==> src/rtl/outbox_uart_tx_pkg.sv <==
// Shared types and constants for the OUTBOX UART transmitter: FSM encoding,
// 8N1 frame geometry and the default baud divider.
package outbox_uart_tx_pkg;

  typedef enum logic [1:0] {
    ST_IDLE  = 2'd0,
    ST_START = 2'd1,
    ST_DATA  = 2'd2,
    ST_STOP  = 2'd3
  } tx_state_e;

  localparam int unsigned UART_DATA_BITS  = 8;
  localparam int unsigned UART_STOP_BITS  = 1;
  localparam int unsigned UART_FRAME_BITS = 1 + UART_DATA_BITS + UART_STOP_BITS;

  // 12 MHz system clock / 115200 baud
  localparam logic [23:0] DEFAULT_CLOCKS_PER_BAUD = 24'd104;
  localparam int unsigned DEFAULT_LGFLEN          = 5;

  function automatic logic [23:0] baud_reload(input logic [23:0] cpb);
    return cpb - 24'd1;
  endfunction

  function automatic logic [31:0] frame_clocks(input logic [23:0] cpb);
    return UART_FRAME_BITS * {8'd0, cpb};
  endfunction

endpackage

==> src/rtl/outbox_uart_tx_if.sv <==
// Client-facing bundle of the OUTBOX transmitter: push port, status flags,
// serial line and the dump window used by the display pipe.
interface outbox_uart_tx_if #(
  parameter int unsigned LGFLEN = 5
);
  logic              i_wr;
  logic [7:0]        i_data;
  logic              o_full;
  logic              o_empty_n;
  logic              o_ovf;
  logic              o_busy;
  logic              o_uart_tx;
  logic [LGFLEN-1:0] i_dmp_pos;
  logic [7:0]        o_dmp_data;
  logic              o_dmp_valid;

  modport master (
    output i_wr, i_data, i_dmp_pos,
    input  o_full, o_empty_n, o_ovf, o_busy, o_uart_tx, o_dmp_data, o_dmp_valid
  );

  modport slave (
    input  i_wr, i_data, i_dmp_pos,
    output o_full, o_empty_n, o_ovf, o_busy, o_uart_tx, o_dmp_data, o_dmp_valid
  );
endinterface

==> src/rtl/outbox_uart_tx_txuart_core.sv <==
// 8N1 serializer: baud down-counter, shift register and frame FSM. A byte is
// taken over the ld_valid/ld_ready handshake whenever the FSM can start a frame.
module txuart_core
  import outbox_uart_tx_pkg::*;
#(
  parameter logic [23:0] CLOCKS_PER_BAUD = DEFAULT_CLOCKS_PER_BAUD
) (
  input  logic       clk,
  input  logic       reset_n,
  input  logic       ld_valid_i,
  input  logic [7:0] ld_data_i,
  output logic       ld_ready_o,
  output logic       busy_o,
  output logic       tx_o
);

  localparam logic [23:0] RELOAD   = baud_reload(CLOCKS_PER_BAUD);
  localparam logic [2:0]  LAST_BIT = 3'(UART_DATA_BITS - 1);

  tx_state_e                 state_q;
  logic [23:0]               baud_q;
  logic [UART_DATA_BITS-1:0] shift_q;
  logic [2:0]                idx_q;
  logic                      tx_q;
  logic                      baud_zero;

  assign baud_zero  = (baud_q == 24'd0);
  // A new byte can be taken from idle, or on the last stop-bit cycle so
  // queued frames follow each other with no idle gap.
  assign ld_ready_o = (state_q == ST_IDLE) || ((state_q == ST_STOP) && baud_zero);
  assign busy_o     = (state_q != ST_IDLE);
  assign tx_o       = tx_q;

  always_ff @(posedge clk or negedge reset_n) begin
    if (!reset_n) begin
      state_q <= ST_IDLE;
      baud_q  <= 24'd0;
      shift_q <= '0;
      idx_q   <= 3'd0;
      tx_q    <= 1'b1;
    end else begin
      case (state_q)
        ST_IDLE: begin
          tx_q <= 1'b1;
          if (ld_valid_i) begin
            shift_q <= ld_data_i;
            idx_q   <= 3'd0;
            baud_q  <= RELOAD;
            state_q <= ST_START;
          end
        end
        ST_START: begin
          tx_q <= 1'b0;
          if (baud_zero) begin
            baud_q  <= RELOAD;
            state_q <= ST_DATA;
          end else begin
            baud_q <= baud_q - 24'd1;
          end
        end
        ST_DATA: begin
          tx_q <= shift_q[0];
          if (baud_zero) begin
            baud_q  <= RELOAD;
            shift_q <= shift_q >> 1;
            idx_q   <= idx_q + 3'd1;
            if (idx_q == LAST_BIT) begin
              state_q <= ST_STOP;
            end
          end else begin
            baud_q <= baud_q - 24'd1;
          end
        end
        ST_STOP: begin
          tx_q <= 1'b1;
          if (baud_zero) begin
            if (ld_valid_i) begin
              shift_q <= ld_data_i;
              idx_q   <= 3'd0;
              baud_q  <= RELOAD;
              state_q <= ST_START;
            end else begin
              state_q <= ST_IDLE;
            end
          end else begin
            baud_q <= baud_q - 24'd1;
          end
        end
        default: begin
          tx_q    <= 1'b1;
          state_q <= ST_IDLE;
        end
      endcase
    end
  end

endmodule

==> src/rtl/outbox_uart_tx.sv <==
// OUTBOX buffered UART transmitter: byte FIFO feeding an 8N1 serializer.
// Define OUTBOX_DUMP_EN to build the registered dump port over the queued bytes.
module outbox_uart_tx
  import outbox_uart_tx_pkg::*;
#(
  parameter logic [23:0] CLOCKS_PER_BAUD = DEFAULT_CLOCKS_PER_BAUD,
  parameter int unsigned LGFLEN          = DEFAULT_LGFLEN
) (
  input  logic             clk,
  input  logic             reset_n,
  outbox_uart_tx_if.slave  bus
);

  localparam int unsigned DEPTH = 1 << LGFLEN;

  logic [7:0]        mem [DEPTH];
  logic [LGFLEN-1:0] rd_ptr_q, rd_ptr_d;
  logic [LGFLEN-1:0] wr_ptr_q, wr_ptr_d;
  logic [LGFLEN:0]   count_q, count_d;
  logic              ovf_q;
  logic              full;
  logic              empty_n;
  logic              ld_ready;
  logic              pop;
  logic              push;

  assign full    = (count_q == (LGFLEN + 1)'(DEPTH));
  assign empty_n = (count_q != '0);
  assign pop     = empty_n && ld_ready;
  // A pop in the same cycle frees the slot, so a full FIFO can still accept.
  assign push    = bus.i_wr && (!full || pop);

  always_comb begin
    rd_ptr_d = rd_ptr_q;
    wr_ptr_d = wr_ptr_q;
    count_d  = count_q;
    if (push) begin
      wr_ptr_d = wr_ptr_q + 1'b1;
    end
    if (pop) begin
      rd_ptr_d = rd_ptr_q + 1'b1;
    end
    case ({push, pop})
      2'b10:   count_d = count_q + 1'b1;
      2'b01:   count_d = count_q - 1'b1;
      default: count_d = count_q;
    endcase
  end

  always_ff @(posedge clk) begin
    if (push) begin
      mem[wr_ptr_q] <= bus.i_data;
    end
  end

  always_ff @(posedge clk or negedge reset_n) begin
    if (!reset_n) begin
      rd_ptr_q <= '0;
      wr_ptr_q <= '0;
      count_q  <= '0;
      ovf_q    <= 1'b0;
    end else begin
      rd_ptr_q <= rd_ptr_d;
      wr_ptr_q <= wr_ptr_d;
      count_q  <= count_d;
      ovf_q    <= bus.i_wr && !push;
    end
  end

  txuart_core #(
    .CLOCKS_PER_BAUD(CLOCKS_PER_BAUD)
  ) u_core (
    .clk       (clk),
    .reset_n   (reset_n),
    .ld_valid_i(empty_n),
    .ld_data_i (mem[rd_ptr_q]),
    .ld_ready_o(ld_ready),
    .busy_o    (bus.o_busy),
    .tx_o      (bus.o_uart_tx)
  );

  assign bus.o_full    = full;
  assign bus.o_empty_n = empty_n;
  assign bus.o_ovf     = ovf_q;

`ifdef OUTBOX_DUMP_EN
  logic [LGFLEN-1:0] dmp_addr;
  logic [7:0]        dmp_data_q;
  logic              dmp_valid_q;

  // Position is relative to the oldest unsent byte; the sum wraps with the ring.
  assign dmp_addr = rd_ptr_q + bus.i_dmp_pos;

  always_ff @(posedge clk or negedge reset_n) begin
    if (!reset_n) begin
      dmp_data_q  <= 8'd0;
      dmp_valid_q <= 1'b0;
    end else begin
      dmp_data_q  <= mem[dmp_addr];
      dmp_valid_q <= ({1'b0, bus.i_dmp_pos} < count_q);
    end
  end

  assign bus.o_dmp_data  = dmp_data_q;
  assign bus.o_dmp_valid = dmp_valid_q;
`else
  logic unused_dmp_pos;

  assign unused_dmp_pos  = ^bus.i_dmp_pos;
  assign bus.o_dmp_data  = 8'd0;
  assign bus.o_dmp_valid = 1'b0;
`endif

endmodule

==> src/flat_wrapper.sv <==
// flat-port wrapper written by rule: the top's interface ports become plain ports
module outbox_uart_tx_flat import outbox_uart_tx_pkg::*;
#(
  parameter logic [23:0] CLOCKS_PER_BAUD = DEFAULT_CLOCKS_PER_BAUD,
  parameter int unsigned LGFLEN          = DEFAULT_LGFLEN
)
  (clk, reset_n, bus_i_wr, bus_i_data, bus_i_dmp_pos, bus_o_full, bus_o_empty_n, bus_o_ovf, bus_o_busy, bus_o_uart_tx, bus_o_dmp_data, bus_o_dmp_valid);
  outbox_uart_tx_if #(.LGFLEN(LGFLEN)) bus_i ();
  input  logic clk;
  input  logic reset_n;
  input wire logic [$bits(bus_i.i_wr)-1:0] bus_i_wr;
  input wire logic [$bits(bus_i.i_data)-1:0] bus_i_data;
  input wire logic [$bits(bus_i.i_dmp_pos)-1:0] bus_i_dmp_pos;
  output wire logic [$bits(bus_i.o_full)-1:0] bus_o_full;
  output wire logic [$bits(bus_i.o_empty_n)-1:0] bus_o_empty_n;
  output wire logic [$bits(bus_i.o_ovf)-1:0] bus_o_ovf;
  output wire logic [$bits(bus_i.o_busy)-1:0] bus_o_busy;
  output wire logic [$bits(bus_i.o_uart_tx)-1:0] bus_o_uart_tx;
  output wire logic [$bits(bus_i.o_dmp_data)-1:0] bus_o_dmp_data;
  output wire logic [$bits(bus_i.o_dmp_valid)-1:0] bus_o_dmp_valid;
  assign bus_i.i_wr = bus_i_wr;
  assign bus_i.i_data = bus_i_data;
  assign bus_i.i_dmp_pos = bus_i_dmp_pos;
  assign bus_o_full = bus_i.o_full;
  assign bus_o_empty_n = bus_i.o_empty_n;
  assign bus_o_ovf = bus_i.o_ovf;
  assign bus_o_busy = bus_i.o_busy;
  assign bus_o_uart_tx = bus_i.o_uart_tx;
  assign bus_o_dmp_data = bus_i.o_dmp_data;
  assign bus_o_dmp_valid = bus_i.o_dmp_valid;
  outbox_uart_tx #(.CLOCKS_PER_BAUD(CLOCKS_PER_BAUD), .LGFLEN(LGFLEN)) u_core (.clk(clk), .reset_n(reset_n), .bus(bus_i));
endmodule
==> config.mk <==
export PLATFORM = sky130hd
export DESIGN_NAME = outbox_uart_tx_flat
export DESIGN_NICKNAME = d
export VERILOG_FILES = /design/src/rtl/outbox_uart_tx_pkg.sv /design/src/rtl/outbox_uart_tx_if.sv /design/src/rtl/outbox_uart_tx_txuart_core.sv /design/src/rtl/outbox_uart_tx.sv /design/src/flat_wrapper.sv
export SDC_FILE = /design/constraint.sdc
export NUM_CORES = 1
export LEC_CHECK = 0
export ABC_AREA = 1
export CORE_MARGIN = 1
export CORE_UTILIZATION = 55
export CTS_BUF_LIST = sky130_fd_sc_hd__clkbuf_4 sky130_fd_sc_hd__clkbuf_8 sky130_fd_sc_hd__clkbuf_16
export CTS_CLUSTER_SIZE = 40
export DETAILED_ROUTE_END_ITERATION = 8
export PLACE_DENSITY = 0.69
export SETUP_SLACK_MARGIN = 0.5
export SLEW_MARGIN = 20
export SYNTH_ARGS = -nofsm -noshare
export SYNTH_HDL_FRONTEND = slang
export SYNTH_SLANG_ARGS = --single-unit
==> constraint.sdc <==
create_clock -name clk -period 4.5 [get_ports clk]
set_clock_uncertainty 0.15 [all_clocks]
set_input_delay 0.9 -clock clk [delete_from_list [all_inputs] [get_ports clk]]
set_output_delay 0.9 -clock clk [all_outputs]
set_load 0.01 [all_outputs]
==> results of run 1 <==
-- report_power, final --
part           internal [uW]  leakage, uW  switching (uW)  total (uW)
Combinational            135      0.00165             366         501
Clock                   1650     0.000555            1080        2730
Sequential              3300      0.00299            73.6        3370
Total                   5080      0.00520            1520        6600
-- cells in the final DEF (no fill, tap or decap), types with 3 or more instances in the layout --
cell type,netlist,final
sky130_fd_sc_hd__o221ai_1,10,10
sky130_fd_sc_hd__nand3_1,45,45
sky130_fd_sc_hd__bufinv_16,0,3
sky130_fd_sc_hd__clkinv_1,3,10
sky130_fd_sc_hd__nand2_4,5,5
sky130_fd_sc_hd__edfxtp_1,256,256
sky130_fd_sc_hd__clkbuf_16,0,35
sky130_fd_sc_hd__xor2_1,17,17
sky130_fd_sc_hd__clkdlybuf4s50_1,0,9
sky130_fd_sc_hd__nand4_1,20,20
sky130_fd_sc_hd__o32ai_1,3,3
sky130_fd_sc_hd__a21oi_1,18,18
sky130_fd_sc_hd__ha_1,17,17
sky130_fd_sc_hd__clkbuf_4,0,6
sky130_fd_sc_hd__buf_2,16,6
sky130_fd_sc_hd__inv_2,4,4
sky130_fd_sc_hd__nor3_1,5,5
sky130_fd_sc_hd__clkinv_2,0,8
sky130_fd_sc_hd__o21ai_1,10,10
sky130_fd_sc_hd__nor2_2,5,5
sky130_fd_sc_hd__o22ai_1,37,37
sky130_fd_sc_hd__nand2_1,119,119
sky130_fd_sc_hd__nor2_1,212,212
sky130_fd_sc_hd__xnor2_1,3,3
sky130_fd_sc_hd__buf_4,9,14
sky130_fd_sc_hd__o211ai_1,22,22
sky130_fd_sc_hd__conb_1,1,9
sky130_fd_sc_hd__nand2_2,7,7
sky130_fd_sc_hd__inv_1,54,53
sky130_fd_sc_hd__dfrtp_1,54,52
sky130_fd_sc_hd__o21ai_0,163,163
-- kinds of logic (layout without fill, tap and decap cells) --
kind of cell / count (synthesis) / in the layout / synth area share
simple gates: 425 / 425 / 0.136
flops: 311 / 311 / 0.677
compound gates: 272 / 272 / 0.115
buf+inv: 127 / 151 / 0.0410
xor+xnor: 20 / 20 / 0.0131
fa+ha+maj: 18 / 18 / 0.0174
other cells: 1 / 9 / 0.000280
-- stage by stage --
step,hold slack [ps],setup WS (ps),power [uW]
after floorplan,299,1820,3750
after global placement,316,1180,3910
after detailed placement,334,1120,3930
after CTS,271,1130,6660
after global routing,304,900,6840
final,262,1150,6600
-- metal layers --
metal,share of wire,wire length [um],vias up
met1,0.43,12400,4220
met4,0.031,895,0
met3,0.058,1680,59
met5,0,0,-
met2,0.48,13800,259
li1,-,-,4182
-- worst max-delay path, cell delays in order, from the launching register on --
cell and delay [ps]:
sky130_fd_sc_hd__dfrtp_1 390, sky130_fd_sc_hd__inv_1 80, sky130_fd_sc_hd__ha_1 180, sky130_fd_sc_hd__nand2_1 170, sky130_fd_sc_hd__nor2_4 220, sky130_fd_sc_hd__nand4_4 140
sky130_fd_sc_hd__nand2_4 110, sky130_fd_sc_hd__nand2_4 80, sky130_fd_sc_hd__nand2_2 90, sky130_fd_sc_hd__nand2_2 110, sky130_fd_sc_hd__inv_2 230, sky130_fd_sc_hd__nand2_1 310
sky130_fd_sc_hd__nor2_1 690
-- final timing paths --
| check | start | to | slack [ps] | cells past startpoint |
|---|---|---|---|---|
| worst max-delay path | u_core.u_core.baud_q[0]$_DFF_PN0_ | u_core.mem[23][7]$_DFFE_PP_ | 1150 | 12 |
| worst min-delay path | reset_n | u_core.u_core.baud_q[19]$_DFF_PN0_ | 260 | 1 |
| worst max register to register | u_core.u_core.baud_q[0]$_DFF_PN0_ | u_core.mem[23][7]$_DFFE_PP_ | 1150 | 12 |
| worst min register to register | u_core.u_core.idx_q[1]$_DFFE_PN0P_ | u_core.u_core.idx_q[1]$_DFFE_PN0P_ | 340 | 2 |
| max in group asynchronous | reset_n | u_core.rd_ptr_q[0]$_DFFE_PN0N_ | 3080 | 2 |
| min in group clk | u_core.u_core.idx_q[1]$_DFFE_PN0P_ | u_core.u_core.idx_q[1]$_DFFE_PN0P_ | 340 | 2 |
-- registers in the layout, indices dropped and copies added (netlist names) --
register,count
u_core.mem,256
u_core.u_core.baud_q,24
u_core.u_core.shift_q,8
u_core.count_q,6
u_core.rd_ptr_q,5
u_core.wr_ptr_q,5
u_core.u_core.idx_q,3
u_core.u_core.state_q,2
u_core.bus.o_ovf,1
u_core.u_core.tx_o,1
-- layout make-up --
| class | instances | share of cell area |
|---|---|---|
| tap | 319 | 0.0269 |
| inverter | 61 | 0.0155 |
| timing repair buffer | 29 | 0.0152 |
| clock inverter | 19 | 0.0114 |
| multi-input combinational | 744 | 0.257 |
| clock buffer | 42 | 0.0630 |
| sequential | 311 | 0.611 |
==> flow_summary.rst, run 1 <==
.. list-table::
   :header-rows: 1

   * - Metric
     - Value
   * - Unrepaired setup endpoints after global routing
     - false
   * - Total iterations of the first detailed-routing run
     - 5
   * - Areal power density over the cells
     - roughly 450 nW/um^2
   * - Leakage power of the design
     - between 0.005 and 0.006 uW
   * - Met1 usage in global routing
     - 0.325
   * - Clock transition at the register clock pins on the worst setup and hold paths after CTS
     - around 60 ps
   * - Slew margin rel.
     - 0.293
   * - Violation count after the first detailed-route iteration
     - 728
   * - Post-synthesis instance total
     - around 1.2k
   * - Max-cap viol count
     - 0
   * - Fin nets
     - ~1.2k
   * - Pin count of the biggest net entering global routing
     - 73
   * - Cell area after layout
     - approximately 15000 um^2
   * - Post-route fraction of the period consumed by the critical path
     - 0.746
   * - Proportion of layout cells with a drive suffix above 1
     - 0.0896
   * - Least-Margin Pin Slew
     - 1060 ps
   * - DRT Wirelength
     - ~29 mm
   * - CTS buffer count
     - 34
   * - Post-synthesis to final-layout area growth
     - 10.8%
   * - CTS root buffer
     - sky130_fd_sc_hd__clkbuf_16
   * - Multi-input combinational cell area
     - approximately 3800 um^2
   * - Finish-stage setup viols
     - 0
   * - Netlist area before placement
     - about 13000 um^2
   * - Die area
     - about 25000 um^2
   * - Register area
     - just over 9000 um^2
   * - Die width
     - between 150 and 200 um
   * - Post-layout minimum cycle time
     - between 3000 and 4000 ps
   * - WS Path Type
     - reg -> reg
   * - Wire length of the first global-routing pass
     - around 45 mm
   * - Final core utilization
     - 0.626
   * - Share of synthesized area occupied by flip-flops and latches
     - 0.677
   * - Number of rows in the core area
     - 56
   * - CP max FO
     - 11
   * - Sort of element at the start of the critical path
     - flip-flop
   * - Count of endpoints failing hold in the final timing report
     - 0
   * - CTS tree
     - built
   * - Floorplan core area
     - 23700 um^2
   * - Post-cts sizing count
     - 0
   * - Cell types with the highest counts after synthesis
     - sky130_fd_sc_hd__edfxtp_1, sky130_fd_sc_hd__nor2_1, sky130_fd_sc_hd__o21ai_0
   * - Total routing usage reported by global routing
     - 0.241
   * - Count of input and output buffers
     - 15
   * - Number of sinks driven by the clock tree
     - around 310
   * - Type of destination of the critical path
     - flip-flop
   * - Max IR drop VDD
     - approximately 360 uV
   * - Hold/Removal Path Class
     - in -> async
   * - Most used flip-flop cell after synthesis
     - sky130_fd_sc_hd__edfxtp_1
   * - Post-CTS Hold Fix Bufs
     - 0
   * - Synth warnings
     - 0
   * - Worst path required time
     - about 4500 ps
   * - Total negative slack
     - 0 ps
   * - Wirelength per Cell
     - 18.9 um
   * - Fraction of registers with async set or reset after synthesis
     - 0.177
   * - Inst Count DP
     - roughly 1.5k
   * - CTS H-tree depth
     - 2
   * - Number of antenna violations at the first check in global routing
     - 0
   * - Initial Utilization
     - 0.565
   * - Met3 usage in global routing
     - 0.0383
   * - Cell types occupying the most area after synthesis
     - sky130_fd_sc_hd__edfxtp_1, sky130_fd_sc_hd__dfrtp_1, sky130_fd_sc_hd__o21ai_0
   * - Global routing met2 resource utilization
     - 0.392
   * - Post-DP HPWL
     - approximately 17 mm
   * - Routed vias
     - between 8k and 9k
   * - Result of the run
     - completed
   * - Clock insertion delay at the later pin of the skew report
     - between 500 and 600 ps
   * - Number of library cell types mapped by synthesis
     - 46
   * - Vias in the first global route
     - just over 8k
   * - Gr busiest metal
     - met2
   * - Share of the synthesized area in the top cell type
     - 0.574
   * - Fill cell count
     - 1867
   * - Number of register bits inferred by synthesis
     - slightly above 300
   * - Timing-limited maximum frequency
     - roughly 300 MHz
   * - Area leader, netlist
     - sky130_fd_sc_hd__edfxtp_1
   * - Final non-filler cell total
     - 1525
   * - Height of the die
     - between 150 and 200 um
   * - Number of setup buffers added after CTS
     - 0
   * - Avg Vias per Cell
     - between 5 and 6
   * - Cell area after placement
     - ~14000 um^2
   * - Ports
     - 30
   * - Number of diodes
     - 0
   * - Max-slew violation total from the final report
     - 0
   * - Maximum buffer depth of the clock tree
     - 3
   * - Gr ovfl total
     - 0
   * - Weighted congestion reported at the end of routability-driven placement
     - approximately 0.90
   * - Most common cell in the netlist
     - sky130_fd_sc_hd__edfxtp_1
   * - Number of flops mapped to enable cells by yosys
     - 256
   * - Antenna viol nets, final
     - 0
   * - DRC viols
     - 0
   * - Synth Area per Inst
     - 11.4 um^2
   * - Data arrival at the endpoint of the critical path
     - between 3000 and 4000 ps
Power figures use the tool's default switching activity.
==> run 2: changes to the inputs <==
- clock period: 4.5 -> 3.12 ns (I/O delays scaled with it)
==> flow_summary.rst, run 2 (synthesis results as in run 1) <==
.. list-table::
   :header-rows: 1

   * - Metric
     - Value
   * - Commonest cells after routing, fill and taps aside
     - sky130_fd_sc_hd__edfxtp_1, sky130_fd_sc_hd__nor2_1, sky130_fd_sc_hd__o21ai_0, sky130_fd_sc_hd__nand2_1, sky130_fd_sc_hd__buf_4
   * - CTS tree
     - built
   * - DRC viols
     - 0
   * - Die width
     - 158 um
   * - Switching part of the total power
     - 0.231
   * - Number of sinks driven by the clock tree
     - slightly above 300
   * - Routed vias
     - 8914
   * - CTS root buffer
     - sky130_fd_sc_hd__clkbuf_16
   * - Wire length of the first global-routing pass
     - about 46 mm
   * - CTS H-tree depth
     - 1
   * - Leading cell type in the layout, fill and taps excluded
     - sky130_fd_sc_hd__edfxtp_1
   * - Post-route fraction of the period consumed by the critical path
     - 0.810
   * - Internal power of the cells
     - ~7300 uW
   * - Post-synthesis to final-layout area growth
     - 15.5%
   * - Cell area after placement
     - about 14000 um^2
   * - Unrepaired setup endpoints after global routing
     - true
   * - Avg Vias per Cell
     - 5.61
   * - Cell class contributing the biggest share of worst-path delay
     - simple AND/OR/NAND/NOR gates
   * - Number of rows in the core area
     - 56
   * - Timing-limited maximum frequency
     - approximately 400 MHz
   * - Max-cap viol count
     - 0
   * - Violation count after the first detailed-route iteration
     - roughly 720
   * - Number of flip-flops in the largest register
     - approximately 260
   * - DRT Wirelength
     - just under 30 mm
   * - Total iterations of the first detailed-routing run
     - 5
   * - Finish-stage setup viols
     - 0
   * - Post-DP HPWL
     - approximately 18 mm
   * - Total negative slack
     - 0 ps
   * - Leakage power of the design
     - around 0.0055 uW
   * - Initial Utilization
     - 0.565
   * - Slew margin rel.
     - 0.531
   * - Data arrival at the endpoint of the critical path
     - approximately 2800 ps
   * - Ports
     - 30
   * - CP max FO
     - 4
   * - Largest registers in the final layout
     - u_core.mem (256), u_core.u_core.baud_q (24), u_core.u_core.shift_q (8)
   * - Antenna viol nets, final
     - 0
   * - Sort of element at the start of the critical path
     - flip-flop
   * - Count of input and output buffers
     - 15
   * - Portion of total power attributed to the clock network
     - 0.394
   * - Result of the run
     - completed
   * - Clock insertion delay at the later pin of the skew report
     - roughly 570 ps
   * - CTS buffer count
     - 31
   * - Max IR drop VDD
     - approximately 460 uV
   * - Total routing usage reported by global routing
     - 0.244
   * - Number of diodes
     - 0
   * - Height of the die
     - approximately 160 um
   * - Vias in the first global route
     - 8346
   * - Fin nets
     - 1280
   * - Least-Margin Pin Slew
     - roughly 700 ps
   * - Gr ovfl total
     - 0
   * - Ordered list of cells on the worst path
     - nor2_2, nand2_2, nor2_4, nand4_4, nand2_4, nand3_4, inv_4, buf_6, ha_1, a31o_2, or2_2, nand3_1, o21ai_0
   * - CP bufs+invs
     - 2
   * - Register containing the most flip-flops in the final layout
     - u_core.mem
   * - Type of destination of the critical path
     - flip-flop
   * - Standard cell with the maximum stage delay on the critical path
     - sky130_fd_sc_hd__dfrtp_1
   * - Weighted congestion reported at the end of routability-driven placement
     - 0.883
   * - Post-layout minimum cycle time
     - 2530 ps
   * - Number of antenna violations at the first check in global routing
     - 0
   * - Maximum buffer depth of the clock tree
     - 3
   * - Seq pwr share
     - 0.515
   * - Max-slew violation total from the final report
     - 0
   * - Portion of total power attributed to combinational logic
     - 0.091
   * - Proportion of layout cells with a drive suffix above 1
     - 0.155
   * - Pin count of the biggest net entering global routing
     - 57
   * - Clock transition at the register clock pins on the worst setup and hold paths after CTS
     - roughly 60 ps
   * - Worst path required time
     - 3400 ps
   * - Areal power density over the cells
     - about 610 nW/um^2
   * - Wirelength per Cell
     - about 19 um
   * - Cell area after layout
     - between 15000 and 20000 um^2
   * - Floorplan core area
     - between 20000 and 25000 um^2
   * - Hold/Removal Path Class
     - reg -> reg
   * - Count of endpoints failing hold in the final timing report
     - 0
   * - Crit path largest cell delay
     - approximately 420 ps
   * - Net switching power figure
     - 2180 uW
   * - WS Path Type
     - reg -> reg
   * - Die area
     - roughly 25000 um^2
[run 2: cell types whose count changed in the layout (fill, tap and decap cells not counted), moves of 5 or more]
cell	before	now
sky130_fd_sc_hd__buf_4	14	78
sky130_fd_sc_hd__nor2_1	212	201
sky130_fd_sc_hd__clkinv_2	8	2
sky130_fd_sc_hd__ha_1	17	11
sky130_fd_sc_hd__nor2_2	5	11
sky130_fd_sc_hd__inv_1	53	48
sky130_fd_sc_hd__nand2_1	119	114
sky130_fd_sc_hd__nor2_4	1	6
[run 2: worst register-to-register path, stage by stage (launching register included)]
cell                      delay, ps
sky130_fd_sc_hd__dfrtp_1        420
sky130_fd_sc_hd__nor2_2         170
sky130_fd_sc_hd__nand2_2        100
sky130_fd_sc_hd__nor2_4         150
sky130_fd_sc_hd__nand4_4        120
sky130_fd_sc_hd__nand2_4        110
sky130_fd_sc_hd__nand3_4         90
sky130_fd_sc_hd__inv_4           80
sky130_fd_sc_hd__buf_6          120
sky130_fd_sc_hd__ha_1           240
sky130_fd_sc_hd__a31o_2         210
sky130_fd_sc_hd__or2_2          270
sky130_fd_sc_hd__nand3_1         80
sky130_fd_sc_hd__o21ai_0         90
[run 2: final timing paths]
path,to,depth (start not counted),slack (ps),start
setup / recovery,u_core.count_q[3]$_DFFE_PN0P_,13,590,u_core.u_core.baud_q[19]$_DFF_PN0_
hold / removal,u_core.u_core.shift_q[7]$_DFFE_PN0P_,2,340,u_core.u_core.shift_q[7]$_DFFE_PN0P_
setup reg to reg,u_core.count_q[3]$_DFFE_PN0P_,13,590,u_core.u_core.baud_q[19]$_DFF_PN0_
hold reg to reg,u_core.u_core.shift_q[7]$_DFFE_PN0P_,2,340,u_core.u_core.shift_q[7]$_DFFE_PN0P_
max in group asynchronous,u_core.rd_ptr_q[0]$_DFFE_PN0N_,3,1540,reset_n
min in group asynchronous,u_core.u_core.baud_q[17]$_DFF_PN0_,2,420,reset_n
[run 2: cell type report]
class	count	area, um^2
Tap cell	319	399
Multi-Input combinational cell	744	3940
Timing Repair Buffer	97	777
Inverter	61	236
Clock inverter	14	155
Sequential cell	311	9070
Clock buffer	42	877
Fill cell	1794	8220
[run 2: metrics by stage]
| step | cells | total power [uW] | hold WS, ps | setup WS (ps) | util |
|---|---|---|---|---|---|
| after floorplan | 1182 | 5400 | 178 | 508 | - |
| after global placement | 1506 | 5690 | 316 | 200 | 0.595 |
| after detailed placement | 1506 | 5720 | 320 | 164 | 0.595 |
| after CTS | 1574 | 9460 | 336 | 498 | 0.646 |
| after global routing | 1588 | 9760 | 371 | 453 | 0.653 |
| final | 1588 | 9440 | 342 | 592 | 0.653 |
[run 2: repair_timing]
item	4_1_cts	5_1_grt
gates resized for setup	29	22
hold endpoints to repair	22	0
pin swaps	4	14
hold buffers	1	0
setup endpoints to repair	236	182
buffers inserted	11	14
[run 2: power groups by stage]
stage	Clock (uW)	Sequential, uW	Combinational (uW)
finish	3720	4860	856
detailed placement	0	4950	771
global placement	0	4940	751
CTS	3780	4860	826
global route	3930	4880	945
floorplan	0	4920	482
[run 2: metal layers]
| layer | vias to the layer above | wire (um) | global-route usage |
|---|---|---|---|
| li1 | 4301 | - | - |
| met1 | 4313 | 12700 | 0.337 |
| met2 | 258 | 14600 | 0.409 |
| met3 | 42 | 1770 | 0.0339 |
| met4 | 0 | 578 | 0.0604 |
| met5 | - | 0 | 0 |
